$ cat config.mk
export PLATFORM = sky130hd
export DESIGN_NAME = umi_unpack_burst
export DESIGN_NICKNAME = d
export VERILOG_FILES = /design/src/rtl/umi_unpack_burst.sv
export SDC_FILE = /design/constraint.sdc
export NUM_CORES = 1
export LEC_CHECK = 0
export CAP_MARGIN = 40
export CORE_AREA = 4 4 194 196
export DETAILED_ROUTE_END_ITERATION = 10
export DIE_AREA = 0 0 198 200
export PLACE_DENSITY = 0.69
export SETUP_SLACK_MARGIN = 0.15
export SLEW_MARGIN = 20
export SYNTH_ARGS = -nofsm -noshare
export SYNTH_HDL_FRONTEND = slang
export SYNTH_SLANG_ARGS = --single-unit
$ cat constraint.sdc
create_clock -name clk -period 4.3 [get_ports clk]
set_input_delay 0.43 -clock clk [delete_from_list [all_inputs] [get_ports clk]]
set_output_delay 0.43 -clock clk [all_outputs]
set_load 0.005 [all_outputs]
$ cat src/rtl/umi_unpack_burst.sv
// UMI burst unpacker: decodes a header packet plus continuation data packets into addressed beats.
// Latency: one cycle from input accept to out_valid; one beat per cycle when not stalled.
// Backpressure: single output register; in_ready drops only while a held beat is refused downstream.
module umi_unpack_burst #(
    parameter int AW   = 64,
    parameter int PW   = 256,
    parameter int AINC = AW/8
) (
    input  logic          clk,
    input  logic          nreset,
    input  logic          in_valid,
    input  logic [PW-1:0] in_packet,
    output logic          in_ready,
    output logic          out_valid,
    input  logic          out_ready,
    output logic          cmd_write,
    output logic          cmd_read,
    output logic          cmd_signal,
    output logic          cmd_atomic_add,
    output logic          cmd_atomic_and,
    output logic          cmd_atomic_or,
    output logic          cmd_atomic_xor,
    output logic          cmd_atomic_swap,
    output logic          cmd_atomic_min,
    output logic          cmd_atomic_max,
    output logic          cmd_error,
    output logic [7:0]    cmd_opcode,
    output logic [3:0]    cmd_size,
    output logic [19:0]   cmd_user,
    output logic [AW-1:0] dstaddr,
    output logic [AW-1:0] srcaddr,
    output logic [AW-1:0] data,
    output logic [3:0]    beat,
    output logic          first,
    output logic          last,
    output logic          busy
);

    typedef enum logic {HEAD, BURST} state_t;

    localparam logic [AW-1:0] AINC_V = AW'(AINC);

    state_t        state;
    logic [10:0]   flags;
    logic [AW-1:0] dst_base;
    logic          accept;
    logic [3:0]    beat_nxt;
    logic [10:0]   in_flags;

    logic [7:0]    in_op;
    logic [3:0]    in_size;
    logic [19:0]   in_user;
    logic [AW-1:0] in_dst;
    logic [AW-1:0] in_src;
    logic [AW-1:0] in_data;

    assign in_op   = in_packet[7:0];
    assign in_size = in_packet[11:8];
    assign in_user = in_packet[31:12];
    assign in_dst  = in_packet[AW+31:32];
    assign in_src  = in_packet[2*AW+31:AW+32];
    assign in_data = in_packet[3*AW+31:2*AW+32];

    generate
        if (PW > 3*AW+32) begin : g_pad
            logic unused_pad;
            assign unused_pad = ^in_packet[PW-1:3*AW+32];
        end
    endgenerate

    // One-hot order: write, read, signal, add, and, or, xor, swap, min, max, error
    function automatic logic [10:0] decode(input logic [7:0] op);
        logic [10:0] f;
        f = '0;
        case (op[3:0])
            4'h1: f[10] = 1'b1;
            4'h2: f[9]  = 1'b1;
            4'h3: f[8]  = 1'b1;
            4'h4: begin
                case (op[7:4])
                    4'h0:    f[7] = 1'b1;
                    4'h1:    f[6] = 1'b1;
                    4'h2:    f[5] = 1'b1;
                    4'h3:    f[4] = 1'b1;
                    4'h4:    f[3] = 1'b1;
                    4'h5:    f[2] = 1'b1;
                    4'h6:    f[1] = 1'b1;
                    default: f[0] = 1'b1;
                endcase
            end
            default: f[0] = 1'b1;
        endcase
        return f;
    endfunction

    assign in_flags = decode(in_op);
    assign in_ready = !out_valid || out_ready;
    assign accept   = in_valid && in_ready;
    assign beat_nxt = beat + 4'd1;
    assign busy     = (state == BURST);

    assign {cmd_write, cmd_read, cmd_signal, cmd_atomic_add, cmd_atomic_and,
            cmd_atomic_or, cmd_atomic_xor, cmd_atomic_swap, cmd_atomic_min,
            cmd_atomic_max, cmd_error} = flags;

    always_ff @(posedge clk or negedge nreset) begin
        if (!nreset) begin
            state      <= HEAD;
            out_valid  <= 1'b0;
            flags      <= '0;
            cmd_opcode <= '0;
            cmd_size   <= '0;
            cmd_user   <= '0;
            dstaddr    <= '0;
            srcaddr    <= '0;
            data       <= '0;
            dst_base   <= '0;
            beat       <= '0;
            first      <= 1'b0;
            last       <= 1'b0;
        end else begin
            if (accept)
                out_valid <= 1'b1;
            else if (out_ready)
                out_valid <= 1'b0;

            if (accept) begin
                data <= in_data;
                if (state == HEAD) begin
                    flags      <= in_flags;
                    cmd_opcode <= in_op;
                    cmd_size   <= in_size;
                    cmd_user   <= in_user;
                    srcaddr    <= in_src;
                    dstaddr    <= in_dst;
                    dst_base   <= in_dst;
                    beat       <= '0;
                    first      <= 1'b1;
                    // Only writes carry continuation packets; everything else is one beat
                    if (in_flags[10] && in_size != 4'd0) begin
                        last  <= 1'b0;
                        state <= BURST;
                    end else begin
                        last  <= 1'b1;
                    end
                end else begin
                    // Continuation: header bits ignored, address derived from latched base
                    beat    <= beat_nxt;
                    first   <= 1'b0;
                    dstaddr <= dst_base + AW'(beat_nxt) * AINC_V;
                    last    <= (beat_nxt == cmd_size);
                    if (beat_nxt == cmd_size)
                        state <= HEAD;
                end
            end
        end
    end

endmodule

# After elaboration in Yosys (flattened, before gate mapping)
# Index checks and enable logic that the tools add are counted.
totals:
  out_inout_bits: 244
  in_bits: 260
  memories: 0
  rom_bits: 0
  latchBits: 0
  reg_bits: 307
  word_cells: 60
  mem_bits_rw: 0
op_classes:
  div: 0
  n_shift: 0
  bitwise: 1
  n_mul: 0
  n_mux: 23
  order_cmp: 0
  n_reduce_logical: 10
  addsub: 2
  eq_ne: 11
ops:
  columns: ["cell", "n"]
  rows:
  - ["$add 64x7->64", 1]
  - ["$mux 64", 1]
  - ["$mux 1", 19]
  - ["$eq 4x2->1 const B", 4]
  - ["$eq 4x3->1 const B", 4]
  - ["$eq 4x1->1 const B", 2]
  - ["$mux 7", 1]
  - ["$reduce_or 7->1", 1]
  - ["$add 4x1->4 const B", 1]
  - ["$eq 4x4->1", 1]
  - ["$logic_not 4->1", 1]
  - ["$mux 4", 1]
  - ["$reduce_bool 4->1", 1]
  - ["$reduce_or 3->1", 1]
  - ["$logic_and 1x1->1", 2]
  - ["$pmux 1 s2", 1]
  - ["$reduce_and 2->1", 1]
  - ["$reduce_bool 2->1", 1]
  - ["$logic_not 1->1", 1]
  - ["$logic_or 1x1->1", 1]
  - ["$not 1->1", 1]

# Logic depth before layout (Yosys ltp)
logic_depth:
  depth_word: 5
  ltp_mapped: 11
  mapped_depth_nobuf: 10

# Worst setup path before layout
# Ideal clock, no wire load.
synth_timing:
  path_kind: "reg-to-reg"
  from: "register beat[0]"
  to: "register dstaddr[39]"
  arrival_time_ns: 2.648
  n_path_buf: 0
  path_slack_ns: 1.517
  stages_incl_launch_ff: 10
  period_less_slack_ns: 2.783
  required_ns: 4.164
  setup_ns: 0.136
  cell_sequence: "dfrtp_1 > ha_1 > inv_1 > fa_1 > nand2b_1 > a211oi_1 > or4b_4 > nor3_2 > xnor2_1 > o211ai_2"
synth_between:
  elab_chain_cells: 3
synth_lines:
  columns: ["element", "line", "source"]
  rows:
  - ["from (decl)", "33", "output logic [3:0] beat,"]
  - ["from (signal assigned)", "148", "beat <= beat_nxt;"]
  - ["$add 4x1->4", "99", "assign beat_nxt = beat + 4'd1;"]
  - ["$add 64x7->64", "150", "dstaddr <= dst_base + AW'(beat_nxt) * AINC_V;"]
  - ["$mux 64", "129", "if (state == HEAD) begin"]
  - ["to (signal assigned)", "135", "dstaddr <= in_dst;"]
  - ["to (signal assigned)", "150", null]
  - ["to (decl)", "30", "output logic [AW-1:0] dstaddr,"]
# No other way between the ends.
# A chain may end at the register's enable or synchronous reset.

# Final worst setup path
layout_timing:
  from: "register beat[0]"
  to: "register dstaddr[57]"
# The elaborated chain is that of the path after synthesis.

==> impl_metrics.ini <==
[drt]
wl_um = 44800
drt_iter0_drc = 583
first_pass_iters = 5
vias_per_cell = 4.95
route.antenna.remaining_nets = 0
detail_route.wl_per_cell_um = 18.1
vias = 12200
drc = 0

[timing]
max_freq_mhz = 311
clock_skew_ps = 23.3
layout_worst_path_cycle_share = 0.748
hold_viol = 2
rsz0062_at_grt = false
whs_ps = -3.50
slew_violations = 0
tightestPinTransition_ps = 890
setup_violations = 0
slew_headroom = 0.407
period_needed_ps = 3210
tns_ps = 0

[power]
pwr-share-comb = 0.297
p_clk_frac = 0.293
swShare = 0.307
powerDensity_mw_per_mm2 = 518
peakVddDrop_v = 0.000327
leakagePower_nw = 9.12
totalPowerFinal_w = 0.0103
switchingPower_w = 0.00314
seqPwrFrac = 0.411
p_int_w = 0.00711

[setup_path]
crit_top_cell = nand3_1
worst_path_max_delay_cell = or4_1
path_max_fanout = 7
cp-start-kind = flop
cpPeakStageDelay_ps = 510
r2r_setup_slack_ps = 1090
worstPathArrival_ps = 3680
cp_cell_sequence = ha_1 > inv_1 > fa_1 > nand2b_1 > a21oi_1 > and3_1 > nand3_1 > or4_1 > nand3_1
required_ps = 4760
end_kind = flop
path_class = reg2reg

[flow_run]
max-cap-violations = 0

[floorplan]
core_mm2 = 0.0361
die_w_um = 198
initial_core_util = 0.371
die_height_um = 200
dieArea_mm2 = 0.0396
num_io_pins = 504
rows = 70

[yosys]
synth_warnings = 0
synth_area_mm2 = 0.0134
synth-edff-count = 0
synthCells = 1524
ys_types = 49
synth_ff_type = dfrtp_1
ys_ff_latch = 307
async_flop_share = 1.00
synth_fp_nets = 1790
synth_seq_area_share = 0.574
synth_area_per_cell_um2 = 8.79

[clock_tree]
clock_latency_ps = 530
cts.sinks = 307
cts_made_buffers = 36
cts_tree = done
hold_buffers = 0
clk_pin_slew_worst_paths_ps = 60
cts_buffer_depth = 3
cts_resized = 0
htree_levels = 2
cts_root_buffer = clkbuf_16
postCtsSetupBuffers = 0

[grt]
grt_util_all_layers = 0.218
antenna_found_initial = 4
grt.overflow.total = 0
grt_pass1_wl_um = 68800
grt_max_degree = 111
grt_pass1_vias = 12300

[final_layout]
layout-drive-gt1-share = 0.0450
layout.nets = 2240
synthToLayoutAreaGrowth_pct = 47.8
final_common_cell = nand2_1
fillerInstances = 3264
final_cell_mix = nand2_1 (733), clkdlybuf4s50_1 (470), dfrtp_1 (306)

[place]
hpwl_um = 32300
gp_congestion = 0.839
port_buffers = 471

[outcome]
violations = negative hold slack
status = finished, violations left

[min_path]
hp-class = in2async
flip-flops by register name, indices dropped and copies added (netlist names), 4 cells and up:
name and count:
cmd_opcode 8, data 64, dst_base 64, dstaddr 64
srcaddr 64, beat 4, flags 11, cmd_user 20
cmd_size 4
final timing paths:
kind | startpoint | endpoint | cells after the start
setup / recovery | beat[0] | dstaddr[57] | 9
hold / removal | nreset | srcaddr[15] | 1
setup reg to reg | beat[0] | dstaddr[57] | 9
hold reg to reg | dst_base[0] | dst_base[0] | 2
max in group asynchronous | nreset | srcaddr[55] | 2
min in group clk | in_packet[114] | srcaddr[18] | 3
layout make-up:
class                           instances  area, µm²  share of cell area
Sequential cell                       307       7680               0.388
Multi-Input combinational cell       1125       5390               0.272
Timing Repair Buffer                  492       4920               0.249
Clock buffer                           52       1040              0.0527
Tap cell                              468        586              0.0296
Clock inverter                         10        118             0.00594
Inverter                               12       45.0             0.00228
Antenna cell                            3       7.51            0.000379
cells in the mapped netlist, types with 2 or more instances:
cell type / number / area share
nand3_1: 33 / 0.012
nor3_1: 15 / 0.0056
ha_1: 5 / 0.0047
or3_1: 9 / 0.0042
a21oi_1: 22 / 0.0082
mux2i_1: 6 / 0.0045
dfrtp_1: 307 / 0.57
o21a_1: 2 / 0.0011
nor3_2: 3 / 0.0022
nand2b_1: 3 / 0.0014
and4_1: 2 / 0.0013
a22o_1: 2 / 0.0013
and2_1: 4 / 0.0019
o211ai_2: 3 / 0.0028
xnor2_1: 25 / 0.016
a31oi_1: 7 / 0.0033
a22oi_1: 13 / 0.0073
inv_1: 12 / 0.0034
and3_1: 9 / 0.0042
clkbuf_1: 77 / 0.022
nor2b_1: 3 / 0.0014
nand4_1: 24 / 0.011
o21ai_1: 7 / 0.0026
nor2_1: 21 / 0.0059
a21o_1: 20 / 0.011
xor2_1: 28 / 0.018
nand2_1: 735 / 0.21
nand4b_1: 4 / 0.0026
buf_1: 3 / 0.00084
nand3b_1: 4 / 0.0022
o21ai_0: 65 / 0.024
a211o_1: 2 / 0.0013
o31ai_1: 4 / 0.0022
nor3b_1: 2 / 0.0011
or4_1: 5 / 0.0028
o211ai_1: 17 / 0.0095
nor4_1: 8 / 0.0037
a311o_1: 2 / 0.0015
routing by layer:
metal	part of all wire	GRT usage	vias to the layer above
met1	0.40	0.268	5823
met2	0.49	0.373	435
met5	0.00080	0	-
met4	0.024	0.0640	4
li1	-	-	5876
met3	0.088	0.0668	76
power groups by stage:
stage               combinational [W]  clock, W  sequential, W
finish                        0.00304   0.00300        0.00422
global route                  0.00337   0.00322        0.00432
CTS                           0.00310   0.00309        0.00421
detailed placement            0.00309         0        0.00425
global placement              0.00304         0        0.00421
floorplan                     0.00116         0        0.00421
cell families (layout without fill, tap and decap cells):
family                   after synthesis  in the layout  share of synthesized area
multiplexers                           6              6                    0.00448
other                                  0              3                          0
AND/OR/NAND/NOR                      891            891                      0.277
adder cells (fa/ha/maj)                6              6                    0.00617
AO/OA/AOI/OAI                        169            169                     0.0786
flip-flops                           307            307                      0.574
XOR/XNOR                              53             53                     0.0347
buffers and inverters                 92            566                     0.0258
worst max-delay path, delay by kind of cell, from the launching register on:
family,cells,cell delay [ps]
buffers and inverters,1,90
AOI/OAI and AO/OA,1,360
and+or+nand+nor,5,1430
DFF,1,460
adders and majority gates,2,800
metrics by stage:
stage,std cells,utilization,setup slack (ps),area [µm²]
final,2469,0.548,1090,19800
after global routing,2468,0.548,803,19800
after CTS,2466,0.548,1010,19800
after detailed placement,2404,0.516,1040,18600
after global placement,2402,0.515,1140,18600
after floorplan,1524,-,1520,13400
Note: power is estimated with default switching activity, not from simulation.
